### config.mk
export PLATFORM = sky130hd
export DESIGN_NAME = linear_network_multicast_pipe
export DESIGN_NICKNAME = d
export VERILOG_FILES = /design/src/rtl/linear_network_multicast_pipe.sv
export SDC_FILE = /design/constraint.sdc
export NUM_CORES = 1
export LEC_CHECK = 0
export CORE_AREA = 2 2 114 138
export CTS_CLUSTER_DIAMETER = 80
export DETAILED_ROUTE_END_ITERATION = 8
export DIE_AREA = 0 0 116 140
export GPL_TIMING_DRIVEN = 1
export PLACE_DENSITY_LB_ADDON = 0.3
export SYNTH_ARGS = -nofsm -noshare
export SYNTH_HDL_FRONTEND = slang
export SYNTH_SLANG_ARGS = --single-unit
### constraint.sdc
create_clock -name clk -period 2.3 [get_ports clk]
set_clock_uncertainty 0.05 [all_clocks]
set_input_delay 0.46 -clock clk [delete_from_list [all_inputs] [get_ports clk]]
set_output_delay 0.46 -clock clk [all_outputs]
set_load 0.005 [all_outputs]
### src/rtl/linear_network_multicast_pipe.sv
// -----------------------------------------------------------------------------
// linear_network_multicast_pipe
//
// Purpose:
//   A linear chain of NUM_NODE pipeline stages S0..S(N-1). Stage k drives output
//   node k. A packet enters S0 with a destination mask and moves down the chain.
//   At stage k it is delivered to node k when mask bit k is set, and it is
//   forwarded to stage k+1 while any mask bit above k is still set. Delivery and
//   forwarding can complete in different cycles. Each completed part clears its
//   mask bits, so no node receives a packet twice.
//
// Ports:
//   clk         rising-edge clock
//   rst_n       asynchronous active-low reset
//   i_en        network enable; low freezes every stage and gates all outputs
//   i_valid     source packet valid
//   o_ready     source may transfer (handshake on i_valid & o_ready)
//   i_data_bus  source payload, DATA_WIDTH bits
//   i_dest      destination mask, bit k selects node k
//   o_valid     per-node delivery valid
//   i_ready     per-node sink ready
//   o_data_bus  node k payload on [k*DATA_WIDTH +: DATA_WIDTH], zero when idle
//   o_busy      high when any stage holds a packet
// -----------------------------------------------------------------------------
module linear_network_multicast_pipe #(
  parameter int DATA_WIDTH = 32,
  parameter int NUM_NODE   = 4
) (
  input  logic                           clk,
  input  logic                           rst_n,
  input  logic                           i_en,
  input  logic                           i_valid,
  output logic                           o_ready,
  input  logic [DATA_WIDTH-1:0]          i_data_bus,
  input  logic [NUM_NODE-1:0]            i_dest,
  output logic [NUM_NODE-1:0]            o_valid,
  input  logic [NUM_NODE-1:0]            i_ready,
  output logic [DATA_WIDTH*NUM_NODE-1:0] o_data_bus,
  output logic                           o_busy
);

  localparam int N = NUM_NODE;

  typedef logic [N-1:0] mask_t;

  // Mask with every bit strictly above position k set. These are the nodes that
  // are still downstream of stage k.
  function automatic mask_t above_mask(input int k);
    mask_t m;
    for (int j = 0; j < N; j++) begin
      m[j] = (j > k);
    end
    return m;
  endfunction

  // Stage state
  logic [N-1:0]          valid_q, valid_d;
  logic [DATA_WIDTH-1:0] data_q [N];
  logic [DATA_WIDTH-1:0] data_d [N];
  mask_t                 mask_q [N];
  mask_t                 mask_d [N];

  // Per-stage handshake terms
  logic [N-1:0]          deliver_s;    // node k takes Sk this cycle
  logic [N-1:0]          fwd_need_s;   // Sk still has downstream destinations
  logic [N-1:0]          accept_s;     // Sk loads from upstream (source for S0)
  logic [N-1:0]          fwd_taken_s;  // S(k+1) accepts from Sk this cycle
  logic [N-1:0]          done_s;       // Sk finished all of its work this cycle
  logic                  ready_s;

  // Upstream view seen by each stage: the source for S0, S(k-1) for the rest.
  logic [DATA_WIDTH-1:0] up_data_s [N];
  mask_t                 up_mask_s [N];

  // Ready/done chain. It is evaluated from the last stage back to S0, so the
  // sink readies reach o_ready through combinational logic only. i_valid is
  // used only after ready_s has been formed.
  always_comb begin
    o_valid     = '0;
    deliver_s   = '0;
    fwd_need_s  = '0;
    accept_s    = '0;
    fwd_taken_s = '0;
    done_s      = '0;
    ready_s     = 1'b0;

    for (int k = 0; k < N; k++) begin
      o_valid[k]    = i_en & valid_q[k] & mask_q[k][k];
      deliver_s[k]  = o_valid[k] & i_ready[k];
      fwd_need_s[k] = |(mask_q[k] & above_mask(k));
    end

    // The last stage has no downstream neighbour, so only delivery matters.
    done_s[N-1] = i_en & valid_q[N-1] & (~mask_q[N-1][N-1] | deliver_s[N-1]);

    for (int k = N - 2; k >= 0; k--) begin
      accept_s[k+1]  = i_en & valid_q[k] & fwd_need_s[k] &
                       (~valid_q[k+1] | done_s[k+1]);
      fwd_taken_s[k] = accept_s[k+1];
      done_s[k]      = i_en & valid_q[k] &
                       (~mask_q[k][k] | deliver_s[k]) &
                       (~fwd_need_s[k] | accept_s[k+1]);
    end

    // rst_n is included so o_ready is low for the whole time reset is held.
    ready_s = rst_n & i_en & (~valid_q[0] | done_s[0]);

    // A packet with an empty destination mask is taken and dropped. It never
    // occupies S0.
    accept_s[0] = i_valid & ready_s & (|i_dest);
  end

  assign o_ready = ready_s;

  // Upstream payload and mask for each stage. A forwarded mask loses bits
  // [k-1:0] of the sending stage, which includes the node that stage serves.
  always_comb begin
    up_data_s[0] = i_data_bus;
    up_mask_s[0] = i_dest;
    for (int k = 1; k < N; k++) begin
      up_data_s[k] = data_q[k-1];
      up_mask_s[k] = mask_q[k-1] & above_mask(k - 1);
    end
  end

  // Next state for each stage: reload, empty when done, or partial progress.
  always_comb begin
    valid_d = valid_q;
    for (int k = 0; k < N; k++) begin
      data_d[k] = data_q[k];
      mask_d[k] = mask_q[k];

      if (accept_s[k]) begin
        // A reload takes priority. The previous packet, if any, is done this cycle.
        valid_d[k] = 1'b1;
        data_d[k]  = up_data_s[k];
        mask_d[k]  = up_mask_s[k];
      end else if (done_s[k]) begin
        valid_d[k] = 1'b0;
        mask_d[k]  = '0;
      end else begin
        // Partial progress. Drop only the parts that completed this cycle.
        if (deliver_s[k]) begin
          mask_d[k][k] = 1'b0;
        end else begin
          mask_d[k][k] = mask_q[k][k];
        end
        if (fwd_taken_s[k]) begin
          mask_d[k] = mask_d[k] & ~above_mask(k);
        end else begin
          mask_d[k] = mask_d[k];
        end
      end
    end
  end

  // Stage registers. While i_en is low no handshake term is active, so the
  // next state equals the current state.
  always_ff @(posedge clk or negedge rst_n) begin
    if (!rst_n) begin
      valid_q <= '0;
      for (int k = 0; k < N; k++) begin
        data_q[k] <= '0;
        mask_q[k] <= '0;
      end
    end else begin
      valid_q <= valid_d;
      for (int k = 0; k < N; k++) begin
        data_q[k] <= data_d[k];
        mask_q[k] <= mask_d[k];
      end
    end
  end

  // Payload fan-out. A slice carries data only while its node valid is high.
  always_comb begin
    o_data_bus = '0;
    for (int k = 0; k < N; k++) begin
      if (o_valid[k]) begin
        o_data_bus[k*DATA_WIDTH +: DATA_WIDTH] = data_q[k];
      end else begin
        o_data_bus[k*DATA_WIDTH +: DATA_WIDTH] = '0;
      end
    end
  end

  // Occupancy flag. It reflects stage contents even while i_en is low.
  assign o_busy = |valid_q;

endmodule

**Word-level counts from Yosys, hierarchy flattened**

Index checks and enable logic that the tools add are counted.

- Mux-type cells: 27
- Bitwise logic cells: 51
- Reductions and logical operators: 12

Operators by type and width:

| kind | count |
|---|---|
| $mux W32 | 4 |
| $mux W4 | 11 |
| $and A1 B1 Y1 | 29 |
| $mux W1 | 12 |
| $reduce_bool A3 Y1 | 4 |
| $not A1 Y1 | 11 |
| $or A1 B1 Y1 | 11 |
| $reduce_bool A2 Y1 | 4 |
| $reduce_or A4 Y1 | 2 |
| $reduce_or A3 Y1 | 1 |
| $reduce_or A2 Y1 | 1 |

- Flip-flop bits (word level): 142
- Output and inout port bits: 134

**Depth between registers and ports, before layout**

Gate-level depths: netlist of run 1.

- Depth after elaboration: 22
- Depth in mapped cells: 7

**Worst setup path after synthesis of run 1**

No wires, ideal clock.

- Path kind: input to register
- Start point: in i_ready[3]
- End point: reg data_q[71] in the netlist's numbering
- Library setup time: 125 ps
- Arrival time: 2035 ps
- Data required time: 2125 ps
- Path slack: 89 ps
- Stages on the path: 7
- Buffers on the path: 2
- Cells stage by stage: and4b_4 -> o311a_4 -> nand2b_4 -> or3_1 -> buf_6 -> buf_6 -> mux2_4

- Longest elaborated chain between the ends: 13

RTL lines:

| item | line | RTL |
|---|---|---|
| start, declared | 37 | `input logic [NUM_NODE-1:0] i_ready,` |
| $and A1 B1 Y1 | 89 | `deliver_s[k] = o_valid[k] & i_ready[k];` |
| $or A1 B1 Y1 | 94 | `done_s[N-1] = i_en & valid_q[N-1] & (~mask_q[N-1][N-1] \| deliver_s[N-1]);` |
| $and A1 B1 Y1 | 94 |  |
| $or A1 B1 Y1 | 98 | `(~valid_q[k+1] \| done_s[k+1]);` |
| $and A1 B1 Y1 | 97 | `accept_s[k+1] = i_en & valid_q[k] & fwd_need_s[k] &` |
| $or A1 B1 Y1 | 102 | `(~fwd_need_s[k] \| accept_s[k+1]);` |
| $and A1 B1 Y1 | 101 | `(~mask_q[k][k] \| deliver_s[k]) &` |
| $or A1 B1 Y1 | 98 |  |
| $and A1 B1 Y1 | 97 |  |
| $or A1 B1 Y1 | 102 |  |
| $and A1 B1 Y1 | 101 |  |
| $or A1 B1 Y1 | 98 |  |
| $and A1 B1 Y1 | 97 |  |
| end signal, assigned by index | 169 | `data_q[k] <= data_d[k];` |
| end, declared | 58 | `logic [DATA_WIDTH-1:0] data_q [N];` |

Every way passes these cells.
A chain may end at the register's enable or synchronous reset.

**Worst setup path in the final report of run 1**

- Start point: reg valid_q[3]
- End point: out o_ready

- Longest elaborated chain between the ends: 19

RTL lines:

| item | line | RTL |
|---|---|---|
| start, declared | 57 | `logic [N-1:0] valid_q, valid_d;` |
| start signal, assigned | 167 | `valid_q <= valid_d;` |
| $and A1 B1 Y1 | 88, 94 |  |
| $and A1 B1 Y1 | 88 | `o_valid[k] = i_en & valid_q[k] & mask_q[k][k];` |
| $and A1 B1 Y1 | 89 |  |
| $or A1 B1 Y1 | 94 |  |
| $and A1 B1 Y1 | 94 |  |
| $or A1 B1 Y1 * | 98 |  |
| $and A1 B1 Y1 * | 97 |  |
| $or A1 B1 Y1 * | 102 |  |
| [... 3 more ...] | - |  |
| $or A1 B1 Y1 * | 102 |  |
| $and A1 B1 Y1 * | 101 |  |
| $or A1 B1 Y1 * | 98 |  |
| $and A1 B1 Y1 * | 97 |  |
| $or A1 B1 Y1 * | 102 |  |
| $and A1 B1 Y1 * | 101 |  |
| $or A1 B1 Y1 * | 106 | `ready_s = rst_n & i_en & (~valid_q[0] \| done_s[0]);` |
| $and A1 B1 Y1 * | 106 |  |
| end, declared | 33 | `output logic o_ready,` |

Every way passes the cells marked *; elsewhere a longest branch is shown, timed or not.

==> out/summary.json, run 1 <==
{
  "run_status": "complete, but fails checks",
  "violations_in_the_final_reports": "negative setup slack",
  "die_x_um": 116,
  "core_area_um2": 14800,
  "highest_layer": "met4",
  "slew_violations": 0,
  "max-cap-violations": 0,
  "antenna_cells_inserted": 0,
  "gp_congestion": 0.839,
  "cpMaxStageDelayCell": "sky130_fd_sc_hd__dfrtp_1",
  "critical_path_class": "reg2out",
  "synth_area_um2": 6460,
  "rsz0062_at_grt": "true",
  "timing.critical_path.max_delay_family": "compound AO/OA/AOI/OAI gates",
  "first_pass_grt_wire_length_um": 29000,
  "met1_length_um": 7430,
  "worstPathCellList": "and4b_4, o311a_4, nor2b_1, o21ai_1, a21oi_1, buf_2",
  "finalWirelength_um": 18900,
  "via_count_of_the_first_global_routing_pass": 5304,
  "path_buf_inv": 1,
  "die_height_um": 140,
  "worstMarginPinSlew_ps": 961,
  "cts_tree": "done",
  "max-clock-path-buffers": 2,
  "postSynth.topFlopCell": "sky130_fd_sc_hd__dfrtp_1",
  "track_usage": 0.238,
  "routed-wl-met2_um": 10100,
  "critPathLaunchType": "flop",
  "yosys_warnings": 0,
  "finalSetupTns_ps": -57.5,
  "area.growth.synth_to_final_pct": 52.1,
  "post_synthesis_register_bit_count": 142,
  "final_common_cell": "sky130_fd_sc_hd__dfrtp_1",
  "pwr_density_cell_nw_per_um2": 851,
  "worstPathRequired_ps": 1790,
  "buffer_cell_driving_the_clock_tree_root": "sky130_fd_sc_hd__clkbuf_16",
  "synth_cell_type_count": 33,
  "initial_detailed_routing_violation_count": 216,
  "portBuffers": 177,
  "routedWlPerCell_um": 19.7,
  "initial_core_util": 0.435,
  "design.die.area_um2": 16200,
  "p_clk_frac": 0.330,
  "final_min_period_over_clock_period": 1.03,
  "cellInternalPower_uw": 6030,
  "antenna_violating_nets_post_route": 0,
  "final.min_clock_period_ps": 2360,
  "worst_ep_arrival_time_ps": 1850,
  "dp_cells": 885,
  "insertion_delay_ps": 420,
  "final_critical_path_setup_slack_ps": -57.5,
  "antenna_found_initial": 0,
  "stdcell_count": 960,
  "vdd.ir_drop.worst_mv": 0.507,
  "layout.cells.most_common_list": "sky130_fd_sc_hd__dfrtp_1 (140), sky130_fd_sc_hd__and2_1 (123), sky130_fd_sc_hd__mux2_2 (104)",
  "yosysSeqAreaShare": 0.550,
  "synth_enable_flop_cells": 0,
  "sequential_cell_fraction_of_total_power": 0.464,
  "netSwitchingPower_uw": 2330,
  "post_synth_inst_count": 493,
  "worstHoldPathType": "in2async",
  "synth.net_count": 537,
  "num_vias": 4841,
  "power_frac_comb": 0.206,
  "met3WireLength_um": 928,
  "static-leakage-power_uw": 0.00527,
  "sw_frac_of_total": 0.278,
  "largest_driver_fanout_on_the_critical_path": 3,
  "inserted_clock_buffers": 17,
  "maxSlewHeadroom": 0.360,
  "grt_start_max_net_pins": 76,
  "placementRows": 49,
  "syn-mean-instance-area_um2": 13.1,
  "place_hpwl_um": 11500,
  "htree_depth": 4,
  "top_level_ports": 178,
  "post_route_cells_drive_above_1_share": 0.403,
  "fmaxAchievable_ghz": 0.424,
  "cts_hold_buf": 0,
  "endpoint_kind": "output port",
  "finalNetCount": 787,
  "synth_async_sr_flop_share": 1.00,
  "detail_route.first_pass.iterations": 5,
  "max_stage_delay_ps": 400,
  "globalRouteOverflowTotal": 0,
  "avgViaCountPerCell": 5.04,
  "clock_sinks": 142,
  "worst_setup_hold_path_clk_slew_ps": 60,
  "report.final.hold_viol_count": 0,
  "detail_route.drc_violations": 0,
  "finalSetupViolCount": 1
}
[repair_timing]
action | 4_1_cts | 5_1_grt
buffers inserted | 30 | 6
gates resized for setup | 205 | 100
setup endpoints to repair | 172 | 96
cloned | 9 | 0
pin swaps | 7 | 3
[state kept, by name (all words and copies together) (netlist names)]
signal,count
fwd_need_s,1
mask_q,9
data_q,128
valid_q,4
[power by group through the flow]
| stage | clock [µW] | combinational [µW] | sequential [µW] |
|---|---|---|---|
| after floorplan | 0 | 1060 | 3650 |
| after global placement | 0 | 1470 | 3820 |
| after detailed placement | 0 | 1540 | 3890 |
| after CTS | 2790 | 1680 | 3840 |
| after global routing | 2920 | 1850 | 3990 |
| final | 2760 | 1720 | 3880 |
[per-layer routing]
layer / vias up / track usage
met5: - / 0
met4: 0 / 0.0852
met3: 36 / 0.0541
met2: 179 / 0.425
met1: 2431 / 0.276
li1: 2195 / -
[layout make-up]
| type | count | area, µm² |
|---|---|---|
| Clock buffer | 18 | 439 |
| Fill cell | 1124 | 5010 |
| Clock inverter | 14 | 156 |
| Sequential cell | 142 | 3560 |
| Timing Repair Buffer | 260 | 2590 |
| Tap cell | 204 | 255 |
| Inverter | 3 | 11.3 |
| Multi-Input combinational cell | 319 | 2810 |
[worst reg2reg max path, delay by kind of cell, from the launching register on]
family | cells | cell delay (ps)
DFF | 1 | 400
AOI/OAI and AO/OA | 2 | 590
buffers and inverters | 2 | 330
muxes | 1 | 300
and+or+nand+nor | 2 | 370
[kinds of logic (layout without fill, tap and decap cells)]
group / count (synthesis) / in the layout / synth area share
AO/OA/AOI/OAI: 23 / 23 / 0.0289
buffers and inverters: 32 / 295 / 0.0246
flip-flops: 142 / 142 / 0.550
multiplexers: 128 / 128 / 0.237
AND/OR/NAND/NOR: 168 / 168 / 0.159
[cells in the mapped netlist (2+ instances only)]
master | number | area share
sky130_fd_sc_hd__a32o_1 | 8 | 0.012
sky130_fd_sc_hd__and2_1 | 128 | 0.12
sky130_fd_sc_hd__and3_1 | 4 | 0.0039
sky130_fd_sc_hd__buf_2 | 7 | 0.0054
sky130_fd_sc_hd__buf_6 | 4 | 0.0070
sky130_fd_sc_hd__clkbuf_1 | 18 | 0.010
sky130_fd_sc_hd__dfrtp_1 | 142 | 0.55
sky130_fd_sc_hd__inv_1 | 3 | 0.0017
sky130_fd_sc_hd__mux2_2 | 104 | 0.18
sky130_fd_sc_hd__mux2_4 | 24 | 0.056
sky130_fd_sc_hd__nand2_1 | 8 | 0.0046
sky130_fd_sc_hd__nand3_1 | 8 | 0.0062
sky130_fd_sc_hd__nand3b_1 | 3 | 0.0035
sky130_fd_sc_hd__nor2_1 | 4 | 0.0023
sky130_fd_sc_hd__nor2b_1 | 2 | 0.0019
sky130_fd_sc_hd__nor3_1 | 2 | 0.0015
sky130_fd_sc_hd__o21ai_0 | 7 | 0.0054
sky130_fd_sc_hd__or3_1 | 2 | 0.0019
[worst paths after layout]
path	slack, ps	end	depth (start not counted)	start
max in group asynchronous	1310	valid_q[1]$_DFFE_PN0P_	2	rst_n
max reg2reg	140	data_q[126]$_DFFE_PN0P_	7	valid_q[3]$_DFFE_PN0P_
min	180	fwd_need_s[2]$_DFFE_PN0P_	2	rst_n
min reg2reg	450	data_q[22]$_DFFE_PN0P_	1	data_q[22]$_DFFE_PN0P_
min in group clk	450	data_q[22]$_DFFE_PN0P_	1	data_q[22]$_DFFE_PN0P_
max	-60	o_ready	6	valid_q[3]$_DFFE_PN0P_
[per-stage QoR]
| step | hold slack, ps | total power, µW | util | instance area [µm²] | setup WS, ps |
|---|---|---|---|---|---|
| 3_5_place_dp | 435 | 5430 | 0.589 | 8740 | -603 |
| 6_report | 177 | 8360 | 0.662 | 9820 | -57.5 |
| 3_3_place_gp | 429 | 5290 | 0.589 | 8740 | -618 |
| 2_1_floorplan | 114 | 4710 | - | 6460 | 89.4 |
| 5_1_grt | 261 | 8750 | 0.662 | 9820 | -149 |
| 4_1_cts | 207 | 8310 | 0.664 | 9850 | -212 |
(Power assumes the default switching activity.)
==> run 2: changes to the inputs <==
--- a/config.mk
+++ b/config.mk
@@ -5,10 +5,10 @@
 export SDC_FILE = /design/constraint.sdc
 export NUM_CORES = 1
 export LEC_CHECK = 0
-export CORE_AREA = 2 2 114 138
+export CORE_AREA = 2 2 105 128
 export CTS_CLUSTER_DIAMETER = 80
 export DETAILED_ROUTE_END_ITERATION = 8
-export DIE_AREA = 0 0 116 140
+export DIE_AREA = 0 0 107 130
 export GPL_TIMING_DRIVEN = 1
 export PLACE_DENSITY_LB_ADDON = 0.3
 export SYNTH_ARGS = -nofsm -noshare
==> constraint.sdc (replaced) <==
create_clock -name clk -period 2.96 [get_ports clk]
set_clock_uncertainty 0.05 [all_clocks]
set_input_delay 0.592 -clock clk [delete_from_list [all_inputs] [get_ports clk]]
set_output_delay 0.592 -clock clk [all_outputs]
set_load 0.005 [all_outputs]
==> run 2 against run 1 <==
  * The flow now finishes without violations
  * Die area fell by 14%
  * Clock power decreased by 26%
  * Setup slack better by 190 ps
  * Via count down 7.0%
  * Global-route usage decreased by 0.58 points
  * Critical path type is now in2out
  * Critical endpoint unchanged
  * Largest power group unchanged
==> out/summary.json, run 2 (same netlist as run 1, synthesis figures left out) <==
{
  "buffer_cell_driving_the_clock_tree_root": "sky130_fd_sc_hd__clkbuf_16",
  "core_area_um2": 12800,
  "cts_tree": "done",
  "final_critical_path_setup_slack_ps": 132,
  "layout.cells.most_common_list": "sky130_fd_sc_hd__clkdlybuf4s50_1 (171), sky130_fd_sc_hd__dfrtp_1 (142), sky130_fd_sc_hd__and2_1 (128)",
  "sw_frac_of_total": 0.267,
  "die_height_um": 130,
  "worstHoldPathType": "in2async",
  "grt_start_max_net_pins": 78,
  "die_x_um": 107,
  "avgViaCountPerCell": 5.16,
  "routedWlPerCell_um": 18.0,
  "stdcell_area_um2": 9200,
  "antenna_cells_inserted": 0,
  "registers.top_by_ff_count": "data_q",
  "met2_usage": 0.402,
  "detail_route.first_pass.iterations": 4,
  "worstPathRequired_ps": 2320,
  "largestRegisters": "data_q x128, mask_q x9, valid_q x4",
  "slew_violations": 0,
  "num_vias": 4501,
  "pwr_density_cell_nw_per_um2": 673,
  "sequential_cell_fraction_of_total_power": 0.487,
  "run_status": "finished clean",
  "highest_utilization_routing_layer_at_the_global_route_stage": "met2",
  "cpMaxStageDelayCell": "sky130_fd_sc_hd__clkdlybuf4s50_1",
  "clock_sinks": 142,
  "power_frac_comb": 0.182,
  "stdcell_count": 872,
  "initial_core_util": 0.503,
  "grt_util_met1": 0.287,
  "pre_cts_slack_ps": -230,
  "static-leakage-power_uw": 0.00419,
  "finalCoreUtilization": 0.717,
  "insertion_delay_ps": 410,
  "placement.cell_area_um2": 8580,
  "post_route_cells_drive_above_1_share": 0.286,
  "detail_route.drc_violations": 0,
  "report.final.hold_viol_count": 0,
  "final_common_cell": "sky130_fd_sc_hd__clkdlybuf4s50_1",
  "globalRouteOverflowTotal": 0,
  "critical_path_class": "in2out",
  "netSwitchingPower_uw": 1650,
  "place_hpwl_um": 11100,
  "final_min_period_over_clock_period": 0.955,
  "timing.critical_path.from": "i_ready[3]",
  "largest_driver_fanout_on_the_critical_path": 4,
  "antenna_found_initial": 0,
  "worst_setup_hold_path_clk_slew_ps": 60,
  "grt_met3_use": 0.0509,
  "vdd.ir_drop.worst_mv": 0.368,
  "via_count_of_the_first_global_routing_pass": 4732,
  "maxSlewHeadroom": 0.371,
  "fmaxAchievable_ghz": 0.354,
  "rsz0062_at_grt": "false",
  "cellInternalPower_uw": 4540,
  "gp_congestion": 0.855,
  "max-clock-path-buffers": 2,
  "area.growth.synth_to_final_pct": 42.5,
  "initial_detailed_routing_violation_count": 215,
  "timing.critical_path.max_delay_family": "buffers and inverters",
  "worstMarginPinSlew_ps": 944,
  "worstPathCellList": "clkdlybuf4s50_1, and4b_4, o311a_4, nor2b_1, o21ai_0, a21oi_1, clkbuf_2",
  "antenna_violating_nets_post_route": 0,
  "track_usage": 0.232,
  "inserted_clock_buffers": 17,
  "finalWirelength_um": 15700,
  "finalPower_uw": 6200,
  "finalSetupViolCount": 0,
  "critPathLaunchType": "input port",
  "first_pass_grt_wire_length_um": 24800,
  "top_level_ports": 178,
  "finalNetCount": 736,
  "p_clk_frac": 0.331,
  "portBuffers": 177,
  "dp_cells": 836,
  "design.die.area_um2": 13900,
  "htree_depth": 4,
  "path_buf_inv": 2,
  "worst_ep_arrival_time_ps": 2190,
  "max_stage_delay_ps": 510,
  "max-cap-violations": 0,
  "endpoint_kind": "output port",
  "final.min_clock_period_ps": 2830,
  "placementRows": 46,
  "startpoint_of_the_most_critical_register_to_register_path": "valid_q[3]$_DFFE_PN0P_",
  "max_ffs_per_register": 128
}
-- run 2: changes by cell type in the layout (fill, tap and decap cells not counted), sizes merged --
cell / before / now
dlygate4sd2: 47 / 4
inv: 7 / 5
buf: 90 / 33
clkdlybuf4s15: 27 / 0
dlymetal6s2s: 22 / 0
clkinv: 4 / 5
clkdlybuf4s50: 40 / 171
bufbuf: 1 / 0
clkbuf: 51 / 19
-- run 2: power by group through the flow --
| stage | Combinational, µW | Clock [µW] | Sequential [µW] |
|---|---|---|---|
| finish | 1130 | 2050 | 3020 |
| global placement | 1070 | 0 | 2980 |
| detailed placement | 1120 | 0 | 3040 |
| floorplan | 823 | 0 | 2840 |
| global route | 1220 | 2170 | 3110 |
| CTS | 1140 | 2090 | 3010 |
-- run 2: worst paths after layout --
kind,endpoint,cells past startpoint,slack (ps)
min in group clk,data_q[27]$_DFFE_PN0P_,1,450
max reg2reg,data_q[86]$_DFFE_PN0P_,7,480
max in group asynchronous,data_q[65]$_DFFE_PN0P_,2,1880
min,data_q[95]$_DFFE_PN0P_,2,310
min reg2reg,data_q[27]$_DFFE_PN0P_,1,450
max,o_ready,7,130
-- run 2: final cells by class --
type	instances	area [µm²]
fill	890	3630
sequential	142	3550
multi-input combinational	319	2770
timing repair buffer	209	2090
clock buffer	18	429
tap	168	210
clock inverter	13	140
inverter	3	11.3
-- run 2: worst register-to-register path: stages, from the launching register on --
cell	delay, ps
sky130_fd_sc_hd__dfrtp_1	430
sky130_fd_sc_hd__and4b_4	230
sky130_fd_sc_hd__o311a_4	350
sky130_fd_sc_hd__buf_4	140
sky130_fd_sc_hd__nand2b_4	130
sky130_fd_sc_hd__or3_2	460
sky130_fd_sc_hd__buf_4	250
sky130_fd_sc_hd__mux2_4	330
-- run 2: routing by layer --
| metal | vias to the layer above | wire [µm] | part of all wire |
|---|---|---|---|
| met2 | 145 | 8110 | 0.52 |
| met4 | 0 | 272 | 0.017 |
| met1 | 2241 | 6480 | 0.41 |
| met3 | 19 | 855 | 0.054 |
| li1 | 2096 | - | - |
| met5 | - | 0 | 0 |
-- run 2: what timing repair did --
| action | 4_1_cts | 5_1_grt |
|---|---|---|
| hold buffers | 0 | 0 |
| cloned | 2 | 0 |
| setup endpoints to repair | 127 | 1 |
| setup buffers | 3 | 0 |
| resized for setup | 13 | 2 |
| pin swaps | 2 | 1 |
-- run 2: metrics by stage --
step,setup TNS [ps],hold slack (ps)
2_1_floorplan,0,246
4_1_cts,0,342
6_report,0,309
3_5_place_dp,-10260,436
3_3_place_gp,-7920,429
5_1_grt,0,387
